===== config.mk =====
export PLATFORM = sky130hd
export DESIGN_NAME = aes_key_expand_flat
export DESIGN_NICKNAME = d
export VERILOG_FILES = /design/src/rtl/aes_pkg.sv /design/src/rtl/aes_key_expand_if.sv /design/src/rtl/aes_sub_word.sv /design/src/rtl/aes_key_expand.sv /design/src/flat_wrapper.sv
export SDC_FILE = /design/constraint.sdc
export NUM_CORES = 2
export LEC_CHECK = 0
export ABC_CLOCK_PERIOD_IN_PS = 10900
export CAP_MARGIN = 30
export CORE_AREA = 2 2 596 598
export DETAILED_ROUTE_END_ITERATION = 16
export DIE_AREA = 0 0 598 600
export MAX_ROUTING_LAYER = met4
export SETUP_SLACK_MARGIN = 0.02
export SLEW_MARGIN = 20
export SYNTH_ARGS = -nofsm -noshare
export SYNTH_HDL_FRONTEND = slang
export SYNTH_SLANG_ARGS = --single-unit
export TNS_END_PERCENT = 50

===== constraint.sdc =====
create_clock -name clk -period 10.9 [get_ports clk]
set_clock_uncertainty 0.05 [all_clocks]
set_input_delay 1.635 -clock clk [delete_from_list [all_inputs] [get_ports clk]]
set_output_delay 1.635 -clock clk [all_outputs]
set_load 0.03 [all_outputs]

===== src/rtl/aes_pkg.sv =====
// rtl/aes_pkg.sv - shared AES types, S-box, xtime and key-schedule FSM states
// Purpose: common definitions for the AES key schedule and cipher datapath.
// Contents: aes_word_t / aes_block_t, AES_RCON_INIT, key_exp_state_e,
//           aes_sbox() byte substitution, xtime() GF(2^8) doubling.
package aes_pkg;

  typedef logic [31:0]  aes_word_t;
  typedef logic [127:0] aes_block_t;

  localparam logic [7:0] AES_RCON_INIT = 8'h01;

  typedef enum logic [1:0] {
    IDLE,
    EXPAND,
    DONE
  } key_exp_state_e;

  // Entry 0 sits in the MSBs so the table reads in the usual row order.
  localparam logic [2047:0] AES_SBOX = {
    128'h637c777bf26b6fc53001672bfed7ab76,
    128'hca82c97dfa5947f0add4a2af9ca472c0,
    128'hb7fd9326363ff7cc34a5e5f171d83115,
    128'h04c723c31896059a071280e2eb27b275,
    128'h09832c1a1b6e5aa0523bd6b329e32f84,
    128'h53d100ed20fcb15b6acbbe394a4c58cf,
    128'hd0efaafb434d338545f9027f503c9fa8,
    128'h51a3408f929d38f5bcb6da2110fff3d2,
    128'hcd0c13ec5f974417c4a77e3d645d1973,
    128'h60814fdc222a908846eeb814de5e0bdb,
    128'he0323a0a4906245cc2d3ac629195e479,
    128'he7c8376d8dd54ea96c56f4ea657aae08,
    128'hba78252e1ca6b4c6e8dd741f4bbd8b8a,
    128'h703eb5664803f60e613557b986c11d9e,
    128'he1f8981169d98e949b1e87e9ce5528df,
    128'h8ca1890dbfe6426841992d0fb054bb16
  };

  function automatic logic [7:0] aes_sbox(input logic [7:0] b);
    logic [10:0] pos;
    // (255 - b) * 8 == ~b << 3
    pos = {~b, 3'b000};
    return AES_SBOX[pos +: 8];
  endfunction

  function automatic logic [7:0] xtime(input logic [7:0] b);
    return {b[6:0], 1'b0} ^ (b[7] ? 8'h1b : 8'h00);
  endfunction

endpackage


===== src/rtl/aes_key_expand_if.sv =====
// rtl/aes_key_expand_if.sv - key-schedule load/status/round-key bundle
// Purpose: groups the key schedule's load strobe, key, status and round keys.
// Signals: key_load, key[32*Nk-1:0], busy, key_valid, k_sch[0:Nr],
//          zeroize (only when AES_KEY_ZEROIZE_EN is defined).
// Modports: master (key source / cipher side), slave (aes_key_expand).
interface aes_key_expand_if
  import aes_pkg::*;
#(
  parameter int Nk = 4
);
  localparam int Nr = Nk + 6;

  logic              key_load;
  logic [32*Nk-1:0]  key;
  logic              busy;
  logic              key_valid;
  aes_block_t        k_sch [0:Nr];
`ifdef AES_KEY_ZEROIZE_EN
  logic              zeroize;
`endif

`ifdef AES_KEY_ZEROIZE_EN
  modport master (output key_load, key, zeroize, input busy, key_valid, k_sch);
  modport slave  (input key_load, key, zeroize, output busy, key_valid, k_sch);
`else
  modport master (output key_load, key, input busy, key_valid, k_sch);
  modport slave  (input key_load, key, output busy, key_valid, k_sch);
`endif

endinterface


===== src/rtl/aes_sub_word.sv =====
// rtl/aes_sub_word.sv - SubWord: four parallel S-box lookups on a 32-bit word
// Purpose: combinational byte substitution, shared with the cipher datapath.
// Ports: in_word (32b in), out_word (32b out, SubWord(in_word)).
module aes_sub_word
  import aes_pkg::*;
(
  input  aes_word_t in_word,
  output aes_word_t out_word
);

  for (genvar b = 0; b < 4; b++) begin : g_sbox
    assign out_word[8*b +: 8] = aes_sbox(in_word[8*b +: 8]);
  end

endmodule


===== src/rtl/aes_key_expand.sv =====
// rtl/aes_key_expand.sv - iterative AES key expansion, one schedule word per clock
// Purpose: loads a 128/192/256-bit key and builds the full round-key schedule,
//          holding it in registers for the downstream cipher core.
// Ports: clk, rst_n (async active-low), kif (aes_key_expand_if.slave):
//        key_load/key in; busy/key_valid/k_sch out; zeroize in when the
//        AES_KEY_ZEROIZE_EN macro is defined.
module aes_key_expand
  import aes_pkg::*;
#(
  parameter int Nk = 4,
  parameter int Nr = Nk + 6
)(
  input  logic                clk,
  input  logic                rst_n,
  aes_key_expand_if.slave     kif
);

  localparam int NW = 4 * (Nr + 1);
  localparam int IW = $clog2(NW);

  if (!(Nk == 4 || Nk == 6 || Nk == 8)) begin : g_bad_nk
    $error("aes_key_expand: Nk must be 4, 6 or 8");
  end
  if (Nr != Nk + 6) begin : g_bad_nr
    $error("aes_key_expand: Nr is derived from Nk and must not be overridden");
  end

  key_exp_state_e  state, state_nxt;
  aes_word_t       w [0:NW-1];
  logic [IW-1:0]   idx;
  logic [2:0]      imod;
  logic [7:0]      rcon;

  logic            zero_req;
  logic            last_word;
  logic            rot_step;
  aes_word_t       prev_word, back_word, sub_in, sub_out, temp;

`ifdef AES_KEY_ZEROIZE_EN
  assign zero_req = kif.zeroize;
`else
  assign zero_req = 1'b0;
`endif

  assign last_word = (idx == IW'(NW - 1));

  // FSM: zeroize beats key_load; key_load restarts from any state.
  always_comb begin
    state_nxt = state;
    if (zero_req) begin
      state_nxt = IDLE;
    end else if (kif.key_load) begin
      state_nxt = EXPAND;
    end else begin
      case (state)
        EXPAND:  if (last_word) state_nxt = DONE;
        default: state_nxt = state;
      endcase
    end
  end

  always_ff @(posedge clk or negedge rst_n) begin
    if (!rst_n) state <= IDLE;
    else        state <= state_nxt;
  end

  // Next-word datapath. idx/back references are only meaningful in EXPAND.
  always_comb begin
    prev_word = w[idx - IW'(1)];
    back_word = w[idx - IW'(Nk)];
    rot_step  = (imod == 3'd0);
    sub_in    = rot_step ? {prev_word[23:0], prev_word[31:24]} : prev_word;
    temp      = prev_word;
    if (rot_step) begin
      temp = sub_out ^ {rcon, 24'h0};
    end else if (Nk == 8 && imod == 3'd4) begin
      temp = sub_out;
    end
  end

  aes_sub_word u_sub_word (
    .in_word  (sub_in),
    .out_word (sub_out)
  );

  always_ff @(posedge clk or negedge rst_n) begin
    if (!rst_n) begin
      for (int k = 0; k < NW; k++) w[k] <= '0;
      idx  <= '0;
      imod <= '0;
      rcon <= AES_RCON_INIT;
    end else if (zero_req) begin
      for (int k = 0; k < NW; k++) w[k] <= '0;
      idx  <= '0;
      imod <= '0;
      rcon <= AES_RCON_INIT;
    end else if (kif.key_load) begin
      // First key byte is in the MSBs, so w[0] is the top word.
      for (int k = 0; k < Nk; k++) w[k] <= kif.key[32*(Nk-k)-1 -: 32];
      idx  <= IW'(Nk);
      imod <= '0;
      rcon <= AES_RCON_INIT;
    end else if (state == EXPAND) begin
      w[idx] <= back_word ^ temp;
      idx    <= idx + IW'(1);
      imod   <= (imod == 3'(Nk - 1)) ? 3'd0 : imod + 3'd1;
      if (rot_step) rcon <= xtime(rcon);
    end
  end

  // Status decodes straight from the state register: no input-to-output path.
  assign kif.busy      = (state == EXPAND);
  assign kif.key_valid = (state == DONE);

  for (genvar r = 0; r <= Nr; r++) begin : g_ksch
    assign kif.k_sch[r] = {w[4*r], w[4*r+1], w[4*r+2], w[4*r+3]};
  end

endmodule


===== src/flat_wrapper.sv =====
// flat-port wrapper written by rule: the top's interface ports become plain ports
module aes_key_expand_flat import aes_pkg::*;
#(
  parameter int Nk = 4,
  parameter int Nr = Nk + 6
)
  (clk, rst_n, kif_key_load, kif_key, kif_busy, kif_key_valid, kif_k_sch);
  aes_key_expand_if #(.Nk(Nk)) kif_i ();
  input  logic clk;
  input  logic rst_n;
  input wire logic [$bits(kif_i.key_load)-1:0] kif_key_load;
  input wire logic [$bits(kif_i.key)-1:0] kif_key;
  output wire logic [$bits(kif_i.busy)-1:0] kif_busy;
  output wire logic [$bits(kif_i.key_valid)-1:0] kif_key_valid;
  output wire logic [$bits(kif_i.k_sch)-1:0] kif_k_sch;
  assign kif_i.key_load = kif_key_load;
  assign kif_i.key = kif_key;
  assign kif_busy = kif_i.busy;
  assign kif_key_valid = kif_i.key_valid;
  assign kif_k_sch = {>>{kif_i.k_sch}};
  aes_key_expand #(.Nk(Nk), .Nr(Nr)) u_core (.clk(clk), .rst_n(rst_n), .kif(kif_i));
endmodule

==> results.toml <==
[outcome]
outcome = "finished clean"

[clock_tree]
path_clk_slew_ns = 0.07
tritoncts = "yes"
ctsLongestPathBuffers = 4
post-cts-setup-buffers = 0
h-tree-depth = 4
clock_tree.root_cell = "clkbuf_16"
clock-sinks = 1427
clk_latency_ns = 1.01
hold_buffers = 0
cts_made_buffers = 176
ctsResizeCount = 0

[power_and_ir_drop]
power_mw = 33.1
clkPwrFrac_pct = 18.7
p_comb_share_pct = 61.2
switching_power_mw = 18.7
max-vdd-ir-drop_mv = 0.293
p_leak_nw = 46.9
switching_share_pct = 56.5
p_int_mw = 14.4
p_seq_share_pct = 20.1
power_density_nw_per_um2 = 282

[floorplan]
fp.dieH_um = 600
fp.dieW_um = 598
top_level_ports = 1541
die_area_um2 = 359000
rows = 218
coreArea_um2 = 352000
initial_core_util_pct = 25.0

[setup_path]
cp-end-kind = "flip-flop"
crit_path_start_kind = "flip-flop"
worst_ep_required_time_ns = 11.55
worstSetupPathType = "flip-flop to flip-flop"
worstPathArrival_ns = 10.48
path_max_fanout = 50

[global_routing]
grt-ovfl-total = 0
grt_first_pass_wirelength_mm = 969
antenna_found_initial = 142
grt_pass1_vias = 91600
track_usage_pct = 41.7
grt_max_degree = 171

[routing]
wl_met2_mm = 309
routed.top_layer = "met4"
met3_length_mm = 101
remaining_drc_errors = 0
wire_per_inst_um = 48.0
drtIter0Drc = 16200
via_per_inst = 6.37
wl_met1_mm = 274
antenna_left = 0
routed_wl_mm = 754
via_count = 100000
dr.pass1.iters = 10

[yosys]
syn_area_um2 = 88000
synthDistinctLibCells = 106
synth_ff_type = "dfrtp_1"
yosysTopAreaCell = "dfrtp_1"
syn_area_per_cell_um2 = 9.18
synth_warnings = 0
synth-async-reset-ratio_pct = 100
synth.most_common_cell = "nand2_1"
synthesis.nets = 9784
netlist_top_cells_count = "nand2_1 (1,707), o21ai_0 (1,522), dfrtp_1 (1,426)"
ys_top_cells_by_area = "dfrtp_1 (41%), mux4_2 (9.7%), o21ai_0 (8.7%), nand2_1 (7.3%), mux2_2 (4.0%)"
syn-instance-count = 9590
ys_seq_area_share_pct = 40.6
yosysTopAreaCellShare_pct = 40.5
synth_seq_cells = 1427
synth_edf_count = 0

[placed_design]
dpl.cell_count = 15300
postPlaceCellArea_um2 = 111000
place_ws_ns = 1.56
dp_hpwl_mm = 572
gp_congestion = 1.10
port_buffers = 1540

[sta]
worst_slack_ns = 1.07
worstMarginPinSlew_ns = 1.30
hold_viol = 0
slew_headroom_pct = 13.2
setup_tns_ns = 0
max_freq_ghz = 0.102
finalSetupViolCount = 0
finalHoldWorstSlack_ns = 0.453
timing.final.crit_share_pct = 90.2
drv_slew = 0
fin_crit_ns = 9.83
rsz0062_at_grt = "no"

[layout]
regArea_um2 = 35700
fin_cells = 15700
drive_gt1_share_pct = 15.8
multi_input_comb_area_um2 = 49300
fin_area_um2 = 117000
nets = 11000
fill_cells = 36400
syn_to_final_growth_pct = 33.2
utilization_pct = 33.3

[run]
maxCapViolations = 0

[worst_hold_path]
hold_class = "flip-flop to flip-flop"
==> logic make-up (layout without fill, tap and decap cells) <==
logic type                 count (synthesis)  after routing  synth area share [%]
AOI/OAI and AO/OA                       3312           3312                  23.1
muxes                                    934            934                  16.5
and+or+nand+nor                         2742           2742                  13.0
adders and majority gates                 63             63                 0.895
DFF                                     1427           1427                  40.6
buffers and inverters                   1053           2419                  5.18
xor gates and xnor gates                  59             59                 0.617
other                                      0            133                     0
==> registers in the layout, summed over array words and instances, names as in the netlist <==
name,cells
u_core.idx,6
u_core.kif.k_sch,1408
u_core.rcon,8
u_core.state,2
u_core.imod,3
==> power by group through the flow <==
| stage | Combinational, mW | Sequential (mW) | Clock, mW |
|---|---|---|---|
| global placement | 19.5 | 6.67 | 0 |
| finish | 20.3 | 6.67 | 6.19 |
| CTS | 19.4 | 6.59 | 6.18 |
| floorplan | 8.00 | 7.35 | 0 |
| global route | 20.2 | 6.68 | 6.37 |
| detailed placement | 19.3 | 6.68 | 0 |
==> worst max-delay path: stages, from the launching register on <==
cell	delay, ns
dfrtp_4	0.57
inv_8	0.29
ha_4	0.28
xor2_4	0.63
buf_12	0.47
mux4_2	0.56
mux2i_1	0.66
o32ai_1	0.31
nor4_4	0.71
a21o_1	0.61
buf_4	0.38
buf_4	0.31
mux2i_1	0.59
o211ai_1	0.24
a211oi_1	0.84
a211oi_1	0.14
or3_1	0.39
a31oi_1	0.36
buf_4	0.21
xor2_4	0.38
buf_12	0.27
o21ai_0	0.14
==> layout make-up <==
class	count	share of cell area (%)
diodes	133	0.284
clock buffers	250	4.36
clock inverters	66	0.615
inverters	54	0.188
multi-input cells	7110	42.0
flip-flops and latches	1427	30.5
well taps	4620	4.93
repair buffers	2049	17.1
==> layer usage <==
| layer | up-vias | track usage (%) |
|---|---|---|
| met1 | 51200 | 48.4 |
| li1 | 38400 | - |
| met2 | 8415 | 57.8 |
| met4 | 0 | 30.5 |
| met5 | - | - |
| met3 | 2011 | 17.0 |
==> layout by cell type (no fill, tap or decap), types with 31 or more instances in the layout <==
cell type / netlist / layout
a22oi_1: 180 / 180
a31oi_1: 87 / 87
a22o_1: 31 / 31
nand2_1: 1707 / 1642
o311ai_0: 50 / 38
clkinv_2: 0 / 37
a221oi_1: 63 / 62
a211oi_1: 96 / 95
diode_2: 0 / 133
clkbuf_1: 676 / 31
dfrtp_1: 1426 / 1423
nor2_1: 434 / 410
o211ai_1: 131 / 131
o22ai_1: 307 / 306
o21ai_1: 29 / 31
nand3_1: 202 / 201
nor4_1: 42 / 40
ha_1: 63 / 61
nand2_4: 0 / 42
o221ai_1: 43 / 43
a21o_1: 39 / 39
nand4_1: 50 / 50
clkbuf_8: 0 / 43
nor3_1: 146 / 129
buf_12: 0 / 47
a21oi_1: 358 / 352
a211o_1: 31 / 31
clkdlybuf4s50_1: 0 / 1537
inv_1: 43 / 43
clkbuf_16: 0 / 176
buf_4: 48 / 435
mux4_2: 381 / 381
mux2_2: 310 / 310
mux2i_1: 239 / 231
o21ai_0: 1522 / 1516
a311oi_1: 53 / 48
==> path summary, 6_finish.rpt <==
| check | start | end | slack, ns | depth (start not counted) |
|---|---|---|---|---|
| min in group asynchronous | rst_n | u_core.kif.k_sch[110] | 0.54 | 1 |
| worst min-delay path | u_core.rcon[4] | u_core.rcon[5] | 0.45 | 2 |
| max in group asynchronous | rst_n | u_core.kif.k_sch[1132] | 7.96 | 3 |
| worst max register to register | u_core.idx[0] | u_core.kif.k_sch[991] | 1.07 | 21 |
| worst min register to register | u_core.rcon[4] | u_core.rcon[5] | 0.45 | 2 |
| worst max-delay path | u_core.idx[0] | u_core.kif.k_sch[991] | 1.07 | 21 |
(Power assumes the default switching activity.)
